[src/rtl/regalu_seq_ctrl.sv]
`default_nettype none
// ============================================================================
//  Module   : regalu_seq_ctrl
//  Brief    : Multi-cycle DECODE/EXEC/MEM/WB control sequencer for the
//             RV32I register-file + ALU lab datapath.
//  Options  : SEQ_PERF_CNT_EN adds cycle_cnt / retire_cnt outputs.
//  Revision : 1.0 - initial release
// ============================================================================
module regalu_seq_ctrl #(
  parameter int MEM_WAIT_MAX = 15
) (
  input  logic        clk,
  input  logic        reset,
  input  logic [31:0] instr,
  input  logic        instr_valid,
  output logic        instr_ready,
  input  logic        alu_zero,
  input  logic        mem_ack,
  output logic [4:0]  rs1,
  output logic [4:0]  rs2,
  output logic [4:0]  rd,
  output logic [2:0]  func3,
  output logic [6:0]  func5,
  output logic [11:0] imm,
  output logic        RegWrite,
  output logic        ALUSrc,
  output logic        PCSrc,
  output logic        MemRead,
  output logic        MemWrite,
  output logic        MemToReg,
  output logic        ALUOp0,
  output logic        ALUOp1,
  output logic        busy,
  output logic        done,
  output logic        err
`ifdef SEQ_PERF_CNT_EN
  ,
  output logic [31:0] cycle_cnt,
  output logic [31:0] retire_cnt
`endif
);

  localparam logic [2:0] ST_IDLE   = 3'd0;
  localparam logic [2:0] ST_DECODE = 3'd1;
  localparam logic [2:0] ST_EXEC   = 3'd2;
  localparam logic [2:0] ST_MEM    = 3'd3;
  localparam logic [2:0] ST_WB     = 3'd4;

  localparam logic [6:0] OP_R  = 7'b0110011;
  localparam logic [6:0] OP_I  = 7'b0010011;
  localparam logic [6:0] OP_LD = 7'b0000011;
  localparam logic [6:0] OP_ST = 7'b0100011;
  localparam logic [6:0] OP_BR = 7'b1100011;

  localparam logic [7:0] WAIT_LIMIT = MEM_WAIT_MAX[7:0];

  logic [2:0]  state_q, state_d;
  logic [31:0] instr_q, instr_d;
  logic [7:0]  wait_cnt_q, wait_cnt_d;

  logic [6:0] opcode;
  logic [2:0] f3;
  logic       is_r, is_i, is_ld, is_st, is_br, legal;
  logic       in_ops;

  assign opcode = instr_q[6:0];
  assign f3     = instr_q[14:12];

  // Legality folds func3 restrictions in, so every is_* flag means "executable".
  assign is_r  = (opcode == OP_R);
  assign is_i  = (opcode == OP_I);
  assign is_ld = (opcode == OP_LD) && (f3 == 3'b010);
  assign is_st = (opcode == OP_ST) && (f3 == 3'b010);
  assign is_br = (opcode == OP_BR) && (f3[2:1] == 2'b00);
  assign legal = is_r | is_i | is_ld | is_st | is_br;

  assign busy        = (state_q != ST_IDLE);
  assign instr_ready = (state_q == ST_IDLE) && !reset;
  assign in_ops      = (state_q == ST_EXEC) || (state_q == ST_MEM) || (state_q == ST_WB);

  assign rs1   = busy ? instr_q[19:15] : 5'd0;
  assign rs2   = busy ? instr_q[24:20] : 5'd0;
  assign rd    = busy ? instr_q[11:7]  : 5'd0;
  assign func3 = busy ? f3             : 3'd0;
  assign func5 = busy ? instr_q[31:25] : 7'd0;

  always_comb begin
    imm = 12'd0;
    if (busy) begin
      if (is_i || is_ld) imm = instr_q[31:20];
      else if (is_st)    imm = {instr_q[31:25], instr_q[11:7]};
      else if (is_br)    imm = {instr_q[31], instr_q[7], instr_q[30:25], instr_q[11:8]};
    end
  end

  assign ALUSrc = busy && (is_i || is_ld || is_st);
  assign ALUOp1 = in_ops && (is_r || is_i);
  assign ALUOp0 = in_ops && is_br;

  always_comb begin
    state_d    = state_q;
    instr_d    = instr_q;
    wait_cnt_d = wait_cnt_q;
    RegWrite   = 1'b0;
    PCSrc      = 1'b0;
    MemRead    = 1'b0;
    MemWrite   = 1'b0;
    MemToReg   = 1'b0;
    done       = 1'b0;
    err        = 1'b0;
    case (state_q)
      ST_IDLE: begin
        if (instr_valid) begin
          instr_d = instr;
          state_d = ST_DECODE;
        end
      end
      ST_DECODE: begin
        if (legal) begin
          state_d = ST_EXEC;
        end else begin
          err     = 1'b1;
          state_d = ST_IDLE;
        end
      end
      ST_EXEC: begin
        wait_cnt_d = 8'd0;
        if (is_r || is_i) begin
          state_d = ST_WB;
        end else if (is_ld || is_st) begin
          state_d = ST_MEM;
        end else begin
          PCSrc   = f3[0] ? ~alu_zero : alu_zero;
          done    = 1'b1;
          state_d = ST_IDLE;
        end
      end
      ST_MEM: begin
        // The timeout cycle itself carries no strobe, so the strobe lasts exactly MEM_WAIT_MAX cycles.
        if (wait_cnt_q == WAIT_LIMIT) begin
          err     = 1'b1;
          state_d = ST_IDLE;
        end else begin
          MemRead  = is_ld;
          MemWrite = is_st;
          if (mem_ack) begin
            if (is_ld) begin
              state_d = ST_WB;
            end else begin
              done    = 1'b1;
              state_d = ST_IDLE;
            end
          end else begin
            wait_cnt_d = wait_cnt_q + 8'd1;
          end
        end
      end
      ST_WB: begin
        RegWrite = (instr_q[11:7] != 5'd0);
        MemToReg = is_ld;
        done     = 1'b1;
        state_d  = ST_IDLE;
      end
      default: state_d = ST_IDLE;
    endcase
  end

  always_ff @(posedge clk) begin
    if (reset) begin
      state_q    <= ST_IDLE;
      instr_q    <= 32'd0;
      wait_cnt_q <= 8'd0;
    end else begin
      state_q    <= state_d;
      instr_q    <= instr_d;
      wait_cnt_q <= wait_cnt_d;
    end
  end

`ifdef SEQ_PERF_CNT_EN
  always_ff @(posedge clk) begin
    if (reset) begin
      cycle_cnt  <= 32'd0;
      retire_cnt <= 32'd0;
    end else begin
      cycle_cnt  <= cycle_cnt + 32'd1;
      retire_cnt <= retire_cnt + {31'd0, done};
    end
  end
`endif

endmodule
`default_nettype wire
[config.mk]
export PLATFORM = sky130hd
export DESIGN_NAME = regalu_seq_ctrl
export DESIGN_NICKNAME = d
export VERILOG_FILES = /design/src/rtl/regalu_seq_ctrl.sv
export SDC_FILE = /design/constraint.sdc
export NUM_CORES = 1
export LEC_CHECK = 0
export CAP_MARGIN = 20
export CELL_PAD_IN_SITES_DETAIL_PLACEMENT = 2
export CELL_PAD_IN_SITES_GLOBAL_PLACEMENT = 2
export CORE_MARGIN = 1
export CORE_UTILIZATION = 25
export DETAILED_ROUTE_END_ITERATION = 12
export PLACE_DENSITY_LB_ADDON = 0.1
export SLEW_MARGIN = 20
export SYNTH_ARGS = -nofsm -noshare
export SYNTH_HDL_FRONTEND = slang
export SYNTH_SLANG_ARGS = --single-unit
[constraint.sdc]
create_clock -name clk -period 4.15 [get_ports clk]
set_input_delay 0.83 -clock clk [delete_from_list [all_inputs] [get_ports clk]]
set_output_delay 0.83 -clock clk [all_outputs]
set_load 0.01 [all_outputs]
* After elaboration in Yosys (flattened, before gate mapping)
Index checks and enable logic that the tools add are counted.
** Storage, ports and cells
- Register bits :: 43
- Input bits :: 37
- Output and inout port bits :: 49
- Word-level logic and storage cells :: 85
** Cells by class
- Add/subtract/negate cells :: 1
- Equality and inequality tests :: 15
- Multiplexer cells :: 39
- Bitwise logic cells :: 5
- Reductions and logical operators :: 22
** Operator list (number)
- $mux 12 :: 4
- $mux 3 :: 6
- $mux 1 :: 17
- $mux 8 :: 2
- $pmux 8 s2 :: 1
- $mux 5 :: 3
- $eq 7x6->1 const B :: 2
- $pmux 3 s4 :: 1
- $eq 3x2->1 const B :: 3
- $add 8x1->8 const B :: 1
- $eq 8x4->1 const B :: 1
- $eq 7x2->1 const B :: 1
- $eq 7x5->1 const B :: 1
- $eq 7x7->1 const B :: 1
- $logic_and 1x1->1 :: 7
- $mux 7 :: 1
- $logic_or 1x1->1 :: 6
- $ne 2x2->1 const B :: 3
- $reduce_bool 5->1 :: 1
- $mux 2 :: 2
- $or 1x1->1 :: 4
- $reduce_and 2->1 :: 2
- $eq 3x1->1 const B :: 1
- $eq 3x3->1 const B :: 1
- 10 further kinds :: 10

* Depth between registers and ports, before layout
- Word-level depth :: 7
- Mapped depth :: 7

* Least setup slack after synthesis
Ideal clock, no wire load.
- Path kind :: register to output
- Start point :: register instr_q[6]
- End point :: output MemRead
- Arrival time :: 1709 ps
- Data required time :: 3320 ps
- Setup slack :: 1611 ps
- Cell stages (with the launch flop) :: 6
- Path buffers :: 1
- Cells stage by stage :: dfxtp_1 or4b_1 buf_2 or4_4 nand2b_4 inv_1
** On the way
- Longest elaborated chain between the ends :: 4
** Ends and longest elaborated chain
- from (decl) :: RTL line 58 : logic [31:0] instr_q, instr_d;
- from (signal assigned) :: RTL line 175 : instr_q <= instr_d;
- $eq 7x2->1 :: RTL line 72 : assign is_ld = (opcode == OP_LD) && (f3 == 3'b010);
- $logic_and 1x1->1 :: RTL line 72
- $mux 1 :: RTL line 140 : if (wait_cnt_q == WAIT_LIMIT) begin
- $mux 1 :: RTL line 111 : case (state_q)
- to (decl) :: RTL line 28 : output logic MemRead,
Every way passes these cells.

* Worst setup path after layout
- Start point :: register instr_q[6]
- End point :: output imm[2]
** On the way
- Longest elaborated chain between the ends :: 6
- Elaborated cells on any way between the ends :: 12
** Ends and longest elaborated chain
- $eq 7x7->1 :: RTL line 74 : assign is_br = (opcode == OP_BR) && (f3[2:1] == 2'b00);
- $logic_and 1x1->1 :: RTL line 74
- $mux 12 :: RTL line 92 : else if (is_br) imm = {instr_q[31], instr_q[7], instr_q[30:25], instr_q[11:8]};
- $mux 12 :: RTL line 91 : else if (is_st) imm = {instr_q[31:25], instr_q[11:7]};
- $mux 12 * :: RTL line 90 : if (is_i || is_ld) imm = instr_q[31:20];
- $mux 12 * :: RTL line 89 : if (busy) begin
- to (decl) :: RTL line 24 : output logic [11:0] imm,
Every way passes the cells marked *; elsewhere a longest branch is shown, timed or not.

==> reports/qor.csv <==
metric,value,unit
synth_top_flop_cell,dfxtp_1,
synthCells,311,
yosysMostFrequentCell,nand2_1,
p_leak,1.18,nW
yosys.area.top_type_share,0.386,
antenna_left,0,
antenna_found_initial,0,
irDropWorstVdd,114,uV
endpoint_kind,primary output,
core,8680,um^2
synth_fa_ha_area_frac,0.00561,
io_pins,86,
chipWidth,96.4,um
final_core_utilization,0.380,
via_per_inst,4.93,
ys_seq_area_frac,0.386,
placementRows,34,
numCtsBuffers,5,
synth-edff-count,0,
start_kind,register,
crit_path_top_delay_cell,or4b_1,
final_nets,430,
firstDrtPassIters,8,
drt-total-wl,8010,um
setup_viol,0,
crit_arrival,2730,ps
min_period,3560,ps
gr-total-overflow,0,
synth_nets,349,
port_buffers,85,
die_h,96.4,um
ys_ff_latch,43,
cts.path.max_buffers,2,
final_hold_viol_count,0,
post_cts_buffers,0,
slowest_delay,690,ps
place_ws,877,ps
root_buffer,clkbuf_8,
diodes,0,
post_cts_resize_count,0,
finalCritPeriodShare,0.857,
synth_top_area_cell,dfxtp_1,
fin_tns_setup,0,ps
synth_xor_area_frac,0.00393,
post-route-worst-setup-slack,594,ps
cp_cell_sequence,or4b_1 -> a2111oi_2 -> nand2_1 -> o21ai_0 -> clkdlybuf4s50_1,
worst_slew_pin_slew,736,ps
wl_per_cell,16.0,um
rsz0062_at_grt,false,
r2r_start,instr_q[6],
violations,DRC,
reg2reg_to,state_q[2],
slew_headroom,0.506,
syn-cell-area,2230,um^2
reg2reg_depth,4,
synth_common_cells,"84 x nand2_1, 44 x a21oi_1, 43 x dfxtp_1",
drive_above_1_share,0.0483,
power_density,269,nW/um^2
async_flop_share,0,
synth_area_leaders,"dfxtp_1 39%, nand2_1 14%, a21oi_1 9.9%, and2_1 5.3%, o21ai_0 2.5%",
fp.dieArea,9290,um^2
synth_top_family_by_area,simple AND/OR/NAND/NOR gates,
r2r_setup_slack,2160,ps
drc,1,
hold_class,reg2reg,
grt_usage,0.176,
hold_buffers,0,
num_vias,2472,
critPathKind,reg2out,
cp.required,3320,ps
cp.depth,5,
synth-simple-area-share,0.336,
synthMuxAreaShare,0.00898,
max_freq,0.281,GHz
drt_iter0_markers,115,
outcome,finished with violations,
cts_num_sinks,43,
yosys_warnings,0,
synth.avg_cell_area,7.17,um^2
dpl.hpwl,6020,um
cp_top_family,simple AND/OR/NAND/NOR gates,
cts_tree,done,
areaGrowthSynthToFinish,47.8,%
grt_pass1_wl,12500,um
synth.distinct_cells,41,
htreeDepth,2,
cap_violations,0,
maxSlewViolCount,0,
gp_congestion,0.754,
cp-startpoint,instr_q[6],
path_clk_slew,80,ps
endpoint,imm[2],
synth-compound-area-share,0.207,
start_util,0.257,
cp_num_buf_inv,1,
grt_max_degree,39,
path_max_fanout,9,
finalClockSkew,5.83,ps
clkLatencyLatePin,290,ps
grt_pass1_vias,2496,
-- per-layer routing --
metal / routed length [um] / up-vias / GRT usage / part of all wire
li1: - / 1220 / - / -
met1: 3580 / 1202 / 0.211 / 0.45
met2: 4150 / 46 / 0.334 / 0.52
met3: 241 / 4 / 0.0305 / 0.030
met4: 40 / 0 / 0.0257 / 0.0050
met5: 0 / - / 0 / 0
-- logic make-up after synthesis --
family,after synthesis
xor+xnor,1
fa+ha+maj,1
flops,43
simple gates,155
compound gates,79
buf+inv,30
mux,2
-- report_power, final --
group	switching, W	leakage [nW]	internal, W
Sequential	0.0000181	0.352	0.000432
Combinational	0.0000697	0.777	0.0000700
Clock	0.000145	0.0515	0.000152
Total	0.000233	1.18	0.000654
-- worst reg2reg max path: cells and delay by family, from the launching register on --
family	cells	cell delay, ps
AOI/OAI and AO/OA	1	170
DFF	1	340
and+or+nand+nor	3	1410
-- how the worst min path moves through the flow --
stage	start	end	slack, ps	depth (start not counted)
final	instr_q[17]	instr_q[17]	460	2
after global routing	instr_q[16]	instr_q[16]	490	2
after CTS	instr_q[17]	instr_q[17]	460	2
after detailed placement	instr_q[17]	instr_q[17]	450	2
after global placement	instr_q[31]	instr_q[31]	440	2
after floorplan	instr_q[15]	instr_q[15]	430	2
-- cell usage in the layout (no fill, tap or decap), drive strengths merged, types with 3 or more instances in the layout --
| cell | instances |
|---|---|
| a21oi | 44 |
| a22oi | 6 |
| and2 | 19 |
| buf | 7 |
| clkbuf | 8 |
| clkdlybuf4s50 | 85 |
| dfxtp | 43 |
| inv | 11 |
| nand2 | 84 |
| nand2b | 4 |
| nand3 | 6 |
| nor2 | 13 |
| nor3 | 5 |
| o21ai | 12 |
| o22ai | 7 |
| or3 | 5 |
| or4 | 3 |
-- flip-flops by register name, summed over array words and instances, names as in the netlist --
name	cells
instr_q	32
wait_cnt_q	8
state_q	3
-- area by class of cell --
class	count	area (um^2)
Sequential cell	43	861
Tap cell	108	135
Timing Repair Buffer	92	903
Inverter	12	45.0
Multi-Input combinational cell	238	1250
Clock buffer	8	100
Fill cell	1022	5380
-- through the flow --
stage | instance area [um^2] | total power [W] | instances | hold slack (ps)
finish | 3290 | 0.000888 | 501 | 458
global route | 3290 | 0.000930 | 501 | 487
CTS | 3290 | 0.000904 | 501 | 458
detailed placement | 3190 | 0.000603 | 493 | 446
global placement | 3190 | 0.000599 | 493 | 437
floorplan | 2230 | 0.000522 | 311 | 432
(Power assumes the default switching activity.)
